[src/rtl/dcm_clkgen_programmer.sv]
// dcm_clkgen_programmer
//   Run-time frequency controller for a DCM_CLKGEN synthesizer
//   (CLKFX = CLKIN * M / D). It shifts new M/D values out on
//   progen/progdata, issues GO, waits for PROGDONE and then LOCKED, and
//   reports the result. It can optionally recover a DCM that loses lock
//   while the controller is idle.
//
//   'clock' is the same net as the DCM PROGCLK, so progen/progdata are
//   launched directly from this domain.
//
// Ports
//   clock         in   controller clock / DCM PROGCLK
//   reset_n       in   asynchronous active-low reset
//   start         in   program request (ignored while busy)
//   multiply[8:0] in   M, legal 2..256
//   divide[8:0]   in   D, legal 1..256
//   busy          out  sequence in progress
//   done          out  one-cycle pulse: programmed and locked
//   error         out  sticky fault flag, cleared by the next legal start
//   error_code    out  0 none, 1 illegal M/D, 2 PROGDONE timeout, 3 LOCKED timeout
//   progen        out  DCM PROGEN
//   progdata      out  DCM PROGDATA
//   dcm_reset     out  DCM RST (active high)
//   dcm_locked    in   DCM LOCKED (asynchronous, synchronised here)
//   dcm_progdone  in   DCM PROGDONE (synchronous to PROGCLK)
//
// state     | meaning
// ----------+------------------------------------------------------
// IDLE      | waiting for start or lock loss
// LOAD_D    | 10 cycles: header 1,0 then d[0]..d[7]
// GAP1      | progen low between LOAD_D and LOAD_M
// LOAD_M    | 10 cycles: header 1,1 then m[0]..m[7]
// GAP2      | progen low between LOAD_M and GO
// GO        | one-cycle GO command (progen=1, progdata=0)
// WAIT_DONE | waiting for PROGDONE to go low then high
// WAIT_LOCK | waiting for synchronised LOCKED
// DONE      | done pulse
// FAIL      | error flagged, back to IDLE
// RECOVER   | dcm_reset pulse after lock loss while idle

module dcm_clkgen_programmer #(
    parameter int GAP_CYCLES     = 2,
    parameter int TIMEOUT_CYCLES = 65535,
    parameter int RESET_CYCLES   = 8,
    parameter bit AUTO_RECOVER   = 1'b1
) (
    input  logic       clock,
    input  logic       reset_n,
    input  logic       start,
    input  logic [8:0] multiply,
    input  logic [8:0] divide,
    output logic       busy,
    output logic       done,
    output logic       error,
    output logic [1:0] error_code,
    output logic       progen,
    output logic       progdata,
    output logic       dcm_reset,
    input  logic       dcm_locked,
    input  logic       dcm_progdone
);

    typedef enum logic [3:0] {
        IDLE      = 4'd0,
        LOAD_D    = 4'd1,
        GAP1      = 4'd2,
        LOAD_M    = 4'd3,
        GAP2      = 4'd4,
        GO        = 4'd5,
        WAIT_DONE = 4'd6,
        WAIT_LOCK = 4'd7,
        DONE      = 4'd8,
        FAIL      = 4'd9,
        RECOVER   = 4'd10
    } state_t;

    localparam logic [15:0] LOAD_LAST = 16'd9;
    localparam logic [15:0] GAP_LAST  = 16'(GAP_CYCLES - 1);
    localparam logic [15:0] TO_LAST   = 16'(TIMEOUT_CYCLES - 1);
    localparam logic [15:0] RST_LAST  = 16'(RESET_CYCLES - 1);

    state_t      state;
    state_t      state_next;
    logic [15:0] cnt;
    logic [7:0]  m_reg;
    logic [7:0]  d_reg;
    logic        locked_meta;
    logic        locked_sync;
    logic        locked_prev;
    logic        lock_fall;
    logic        seen_low;
    logic        operands_ok;
    logic        capture;
    logic        err_load;
    logic        err_next;
    logic [1:0]  code_next;
    logic [9:0]  shift_word;

    assign operands_ok = (multiply >= 9'd2) && (multiply <= 9'd256) &&
                         (divide >= 9'd1) && (divide <= 9'd256);

    assign lock_fall = locked_prev & ~locked_sync;

    // Next-state and error bookkeeping
    always_comb begin
        state_next = state;
        capture    = 1'b0;
        err_load   = 1'b0;
        err_next   = 1'b0;
        code_next  = 2'd0;
        case (state)
            IDLE: begin
                // start takes priority over a simultaneous lock loss: the
                // program sequence ends in a relock wait anyway
                if (start) begin
                    err_load = 1'b1;
                    if (operands_ok) begin
                        capture    = 1'b1;
                        state_next = LOAD_D;
                    end else begin
                        err_next  = 1'b1;
                        code_next = 2'd1;
                    end
                end else if (AUTO_RECOVER && lock_fall) begin
                    state_next = RECOVER;
                end
            end
            LOAD_D:    if (cnt == LOAD_LAST) state_next = GAP1;
            GAP1:      if (cnt == GAP_LAST)  state_next = LOAD_M;
            LOAD_M:    if (cnt == LOAD_LAST) state_next = GAP2;
            GAP2:      if (cnt == GAP_LAST)  state_next = GO;
            GO:        state_next = WAIT_DONE;
            WAIT_DONE: begin
                if (seen_low && dcm_progdone) begin
                    state_next = WAIT_LOCK;
                end else if (cnt >= TO_LAST) begin
                    state_next = FAIL;
                    err_load   = 1'b1;
                    err_next   = 1'b1;
                    code_next  = 2'd2;
                end
            end
            WAIT_LOCK: begin
                if (locked_sync) begin
                    state_next = DONE;
                end else if (cnt >= TO_LAST) begin
                    state_next = FAIL;
                    err_load   = 1'b1;
                    err_next   = 1'b1;
                    code_next  = 2'd3;
                end
            end
            DONE:      state_next = IDLE;
            FAIL:      state_next = IDLE;
            RECOVER:   if (cnt == RST_LAST) state_next = WAIT_LOCK;
            default:   state_next = IDLE;
        endcase
    end

    // Outputs decode from state only, so an asynchronous reset drops the
    // DCM pins immediately.
    always_comb begin
        busy       = 1'b0;
        done       = 1'b0;
        progen     = 1'b0;
        progdata   = 1'b0;
        dcm_reset  = 1'b0;
        shift_word = 10'd0;
        case (state)
            LOAD_D: begin
                busy       = 1'b1;
                progen     = 1'b1;
                shift_word = {d_reg, 2'b01} >> cnt[3:0];
                progdata   = shift_word[0];
            end
            LOAD_M: begin
                busy       = 1'b1;
                progen     = 1'b1;
                shift_word = {m_reg, 2'b11} >> cnt[3:0];
                progdata   = shift_word[0];
            end
            GAP1, GAP2, WAIT_DONE, WAIT_LOCK: busy = 1'b1;
            GO: begin
                busy   = 1'b1;
                progen = 1'b1;
            end
            RECOVER: begin
                busy      = 1'b1;
                dcm_reset = 1'b1;
            end
            DONE:    done = 1'b1;
            default: ;
        endcase
    end

    always_ff @(posedge clock or negedge reset_n) begin
        if (!reset_n) begin
            state <= IDLE;
        end else begin
            state <= state_next;
        end
    end

    // Phase/timeout counter: clears on every state change, saturates.
    always_ff @(posedge clock or negedge reset_n) begin
        if (!reset_n) begin
            cnt <= 16'd0;
        end else if (state_next != state) begin
            cnt <= 16'd0;
        end else if (cnt != 16'hFFFF) begin
            cnt <= cnt + 16'd1;
        end
    end

    always_ff @(posedge clock or negedge reset_n) begin
        if (!reset_n) begin
            m_reg <= 8'd0;
            d_reg <= 8'd0;
        end else if (capture) begin
            m_reg <= 8'(multiply - 9'd1);
            d_reg <= 8'(divide - 9'd1);
        end
    end

    always_ff @(posedge clock or negedge reset_n) begin
        if (!reset_n) begin
            error      <= 1'b0;
            error_code <= 2'd0;
        end else if (err_load) begin
            error      <= err_next;
            error_code <= code_next;
        end
    end

    // PROGDONE must be seen low inside WAIT_DONE before its rise counts,
    // so a level left high from the previous programming is not mistaken
    // for completion.
    always_ff @(posedge clock or negedge reset_n) begin
        if (!reset_n) begin
            seen_low <= 1'b0;
        end else begin
            seen_low <= (state == WAIT_DONE) ? (seen_low | ~dcm_progdone) : 1'b0;
        end
    end

    always_ff @(posedge clock or negedge reset_n) begin
        if (!reset_n) begin
            locked_meta <= 1'b0;
            locked_sync <= 1'b0;
            locked_prev <= 1'b0;
        end else begin
            locked_meta <= dcm_locked;
            locked_sync <= locked_meta;
            locked_prev <= locked_sync;
        end
    end

endmodule

[config.mk]
export PLATFORM = sky130hd
export DESIGN_NAME = dcm_clkgen_programmer
export DESIGN_NICKNAME = d
export VERILOG_FILES = /design/src/rtl/dcm_clkgen_programmer.sv
export SDC_FILE = /design/constraint.sdc
export NUM_CORES = 1
export LEC_CHECK = 0
export ABC_AREA = 0
export CAP_MARGIN = 20
export CORE_ASPECT_RATIO = 2
export CORE_MARGIN = 4
export CORE_UTILIZATION = 40
export DETAILED_ROUTE_END_ITERATION = 8
export GPL_TIMING_DRIVEN = 0
export PLACE_DENSITY_LB_ADDON = 0.3
export SYNTH_ARGS = -nofsm -noshare
export SYNTH_HDL_FRONTEND = slang
export SYNTH_SLANG_ARGS = --single-unit
[constraint.sdc]
create_clock -name clock -period 6.2 [get_ports clock]
set_clock_uncertainty 0.15 [all_clocks]
set_input_delay 1.24 -clock clock [delete_from_list [all_inputs] [get_ports clock]]
set_output_delay 1.24 -clock clock [all_outputs]
set_load 0.05 [all_outputs]
==> impl_results.md <==
- Async S/R FF share, synth: 100.0%
- CTS tree: done
- Final worst-path cycle share: 73.79%
- Clock root cell: clkbuf_16
- Hold crit path type: reg2reg
- Setup TNS: 0 ps
- Max_cap viols: 0
- H-Tree Depth: 2
- Maximum clock rate: 0.2186 GHz
- DPL Wire Length: 5.583 mm
- Hold-fix buffer count after cts: 0
- VDD IR max: ~0.30 mV
- First-pass GRT wire length: 11.89 mm
- Antenna diode count: 0
- Post-Synthesis Cells: 289
- Chip Height: 125.8 um
- Clk sinks: 43
- Post-DRT Antenna Nets: 0
- P_leak: between 0.001 and 0.0015 uW
- Final GP Congestion: 0.8692
- Clock Latency Late Sink: 290 ps
- Initial DRC Count: 117
- Ys flop type: dfrtp_1
- I/O pin count: 31
- Max transition margin: between 50% and 60%
- Hold Fails Final Rpt: 0
- Pwr dens: 381.3 nW/um2
- Setup violations, final: 0
- Average routed wire per standard cell: between 15 and 20 um
- Yosys warnings: 0
- IO buf count: 30
- Post-CTS setup buffers: 0
- Gr ovfl total: 0
- Initial Util: 41.58%
- Top cells by area, synth: dfrtp_1 39%, nor2_1 4.7%, xnor2_1 4.4%, ha_1 3.6%, nor3_2 3.6%
- Number of synthesized flops with an enable pin: 0
- Crit. End Element: primary output
- Vias: 2353
- Core area: 6674 um2
- Slew Limit Fails: 0
- Final wirelength: 6.994 mm
- Largest register FFs: 16
- Final Cell Area: 3344 um2
- CTS max path bufs: 2
- Row cnt: 42
- Avg Synthesized Cell Area: a little under 10 um2
- Share of cells above drive strength 1: between 10% and 20%
- Area delta synth->final: 20.51%
- Critical Path Start Type: flop
- Finished Core Util: 50.11%
- Worst hold slack: 199.2 ps
- Seq/Total Area, Yosys: 38.77%
- Cts bufs inserted: 5
- First drt pass iteration count: 4
- Clk slew on worst S/H paths: 60 ps
- Die Wd: 66.90 um
- Vias in the first global route: 2464
- Largest net degree at the start of global routing: 25
- Total power: 1275 uW
- Slew @ Worst Pin: 679.9 ps
- Vias per cell: 5.670
- Initial antenna violation count: 0
- NumNets Final: between 300 and 400
- Worst EP required: 4810 ps
- CP Data Arrival Time: 3180 ps
- Synth top area share: roughly 39%
- Synthesized Nets: 320
- Post-layout min period: 4575 ps
- # resized after CTS: 0
- Total GRT Usage: 18.43%
- RSZ-0062 raised after global routing: false
- CP Class: reg2out
- Post-synthesis instance area: between 2000 and 3000 um2
- DRC: 0
- Critical-path maximum fanout: 9
- Cell Area, Placed: 3201 um2
- Status: completed
- Register bit total from synthesis: between 40 and 50
- Die Area: 8415 um2
- Synth unique cells: 57
- Cell taking the most area after synthesis: dfrtp_1
-- Yosys cell counts, drive strengths merged (2+ instances only) --
cell type / number
a2111oi: 3
a211oi: 2
a21oi: 19
a311o: 2
a31oi: 5
and2: 4
and3: 2
and3b: 3
and4: 4
buf: 5
clkbuf: 9
dfrtp: 43
ha: 8
inv: 10
mux2: 3
mux2i: 4
mux4: 3
nand2: 17
nand2b: 5
nand3: 4
nand3b: 5
nand4: 6
nor2: 35
nor2b: 3
nor3: 19
nor4: 10
nor4b: 2
o21a: 2
o21ai: 7
o22ai: 2
o31ai: 4
xnor2: 14
xor2: 7
-- stage by stage --
stage	std cells	setup WS (ps)
finish	415	1625
floorplan	289	2188
global route	415	1415
global placement	407	1942
CTS	415	1615
detailed placement	408	1885
-- logic make-up (layout without fill, tap and decap cells) --
family | after synthesis | in the layout | synth area share, %
AO/OA/AOI/OAI | 54 | 54 | 14.02
XOR/XNOR | 21 | 21 | 6.628
adder cells (fa/ha/maj) | 8 | 8 | 3.607
flip-flops | 43 | 43 | 38.77
AND/OR/NAND/NOR | 129 | 129 | 28.04
multiplexers | 10 | 10 | 5.230
buffers and inverters | 24 | 62 | 3.697
-- layout by cell type, fill, tap and decap left out, types with 6 or more instances in the layout --
master	instances
nor3_1	9
nor4_1	9
clkbuf_1	9
dfrtp_1	43
nor3_2	10
ha_1	8
nor2_1	35
nand4_1	6
xor2_1	7
inv_1	10
nand2_1	17
a21oi_1	19
clkdlybuf4s50_1	29
o21ai_0	7
xnor2_1	14
-- per-layer routing --
metal | wire [um] | part of all wire, % | up-vias | global-route usage (%)
li1 | - | - | 1125 | -
met1 | 2483 | 36 | 1147 | 18.59
met2 | 4015 | 57 | 57 | 34.02
met3 | 166 | 2.4 | 24 | 2.852
met4 | 329 | 4.7 | 0 | 10.53
met5 | 0 | 0 | - | 0
-- power breakdown --
part	switching, uW	total, uW	internal, uW
sequential	67.2	429	361
combinational	341	586	245
clock	104	261	157
-- area by class of cell --
class	instances	area, um2
fill	669	3329
multi-input combinational	222	1597
sequential	43	1076
timing repair buffer	31	315.3
clock buffer	6	138.9
tap	88	110.1
buffer	14	65.06
inverter	10	37.54
clock inverter	1	5.005
-- worst max-delay path, stage by stage (launching register included) --
cell and delay (ps):
dfrtp_1 480, nand4bb_1 170, clkbuf_1 340, mux2i_1 150
a21o_1 190, a221oi_1 350, a21boi_0 140, nor3_1 220
clkdlybuf4s50_1 850
-- worst paths after layout --
check / from / end / slack, ps / cells past startpoint
worst max-delay path: state[2]$_DFF_PN0_ / progdata / 1630 / 8
worst min-delay path: locked_meta$_DFF_PN0_ / locked_sync$_DFF_PN0_ / 200 / 0
worst max register to register: cnt[0]$_DFFE_PN0P_ / cnt[10]$_DFFE_PN0P_ / 3160 / 10
worst min register to register: locked_meta$_DFF_PN0_ / locked_sync$_DFF_PN0_ / 200 / 0
max in group asynchronous: reset_n / m_reg[4]$_DFFE_PN0P_ / 4640 / 2
min in group asynchronous: reset_n / state[3]$_DFF_PN0_ / 760 / 1
Note: power is estimated with default switching activity, not from simulation.
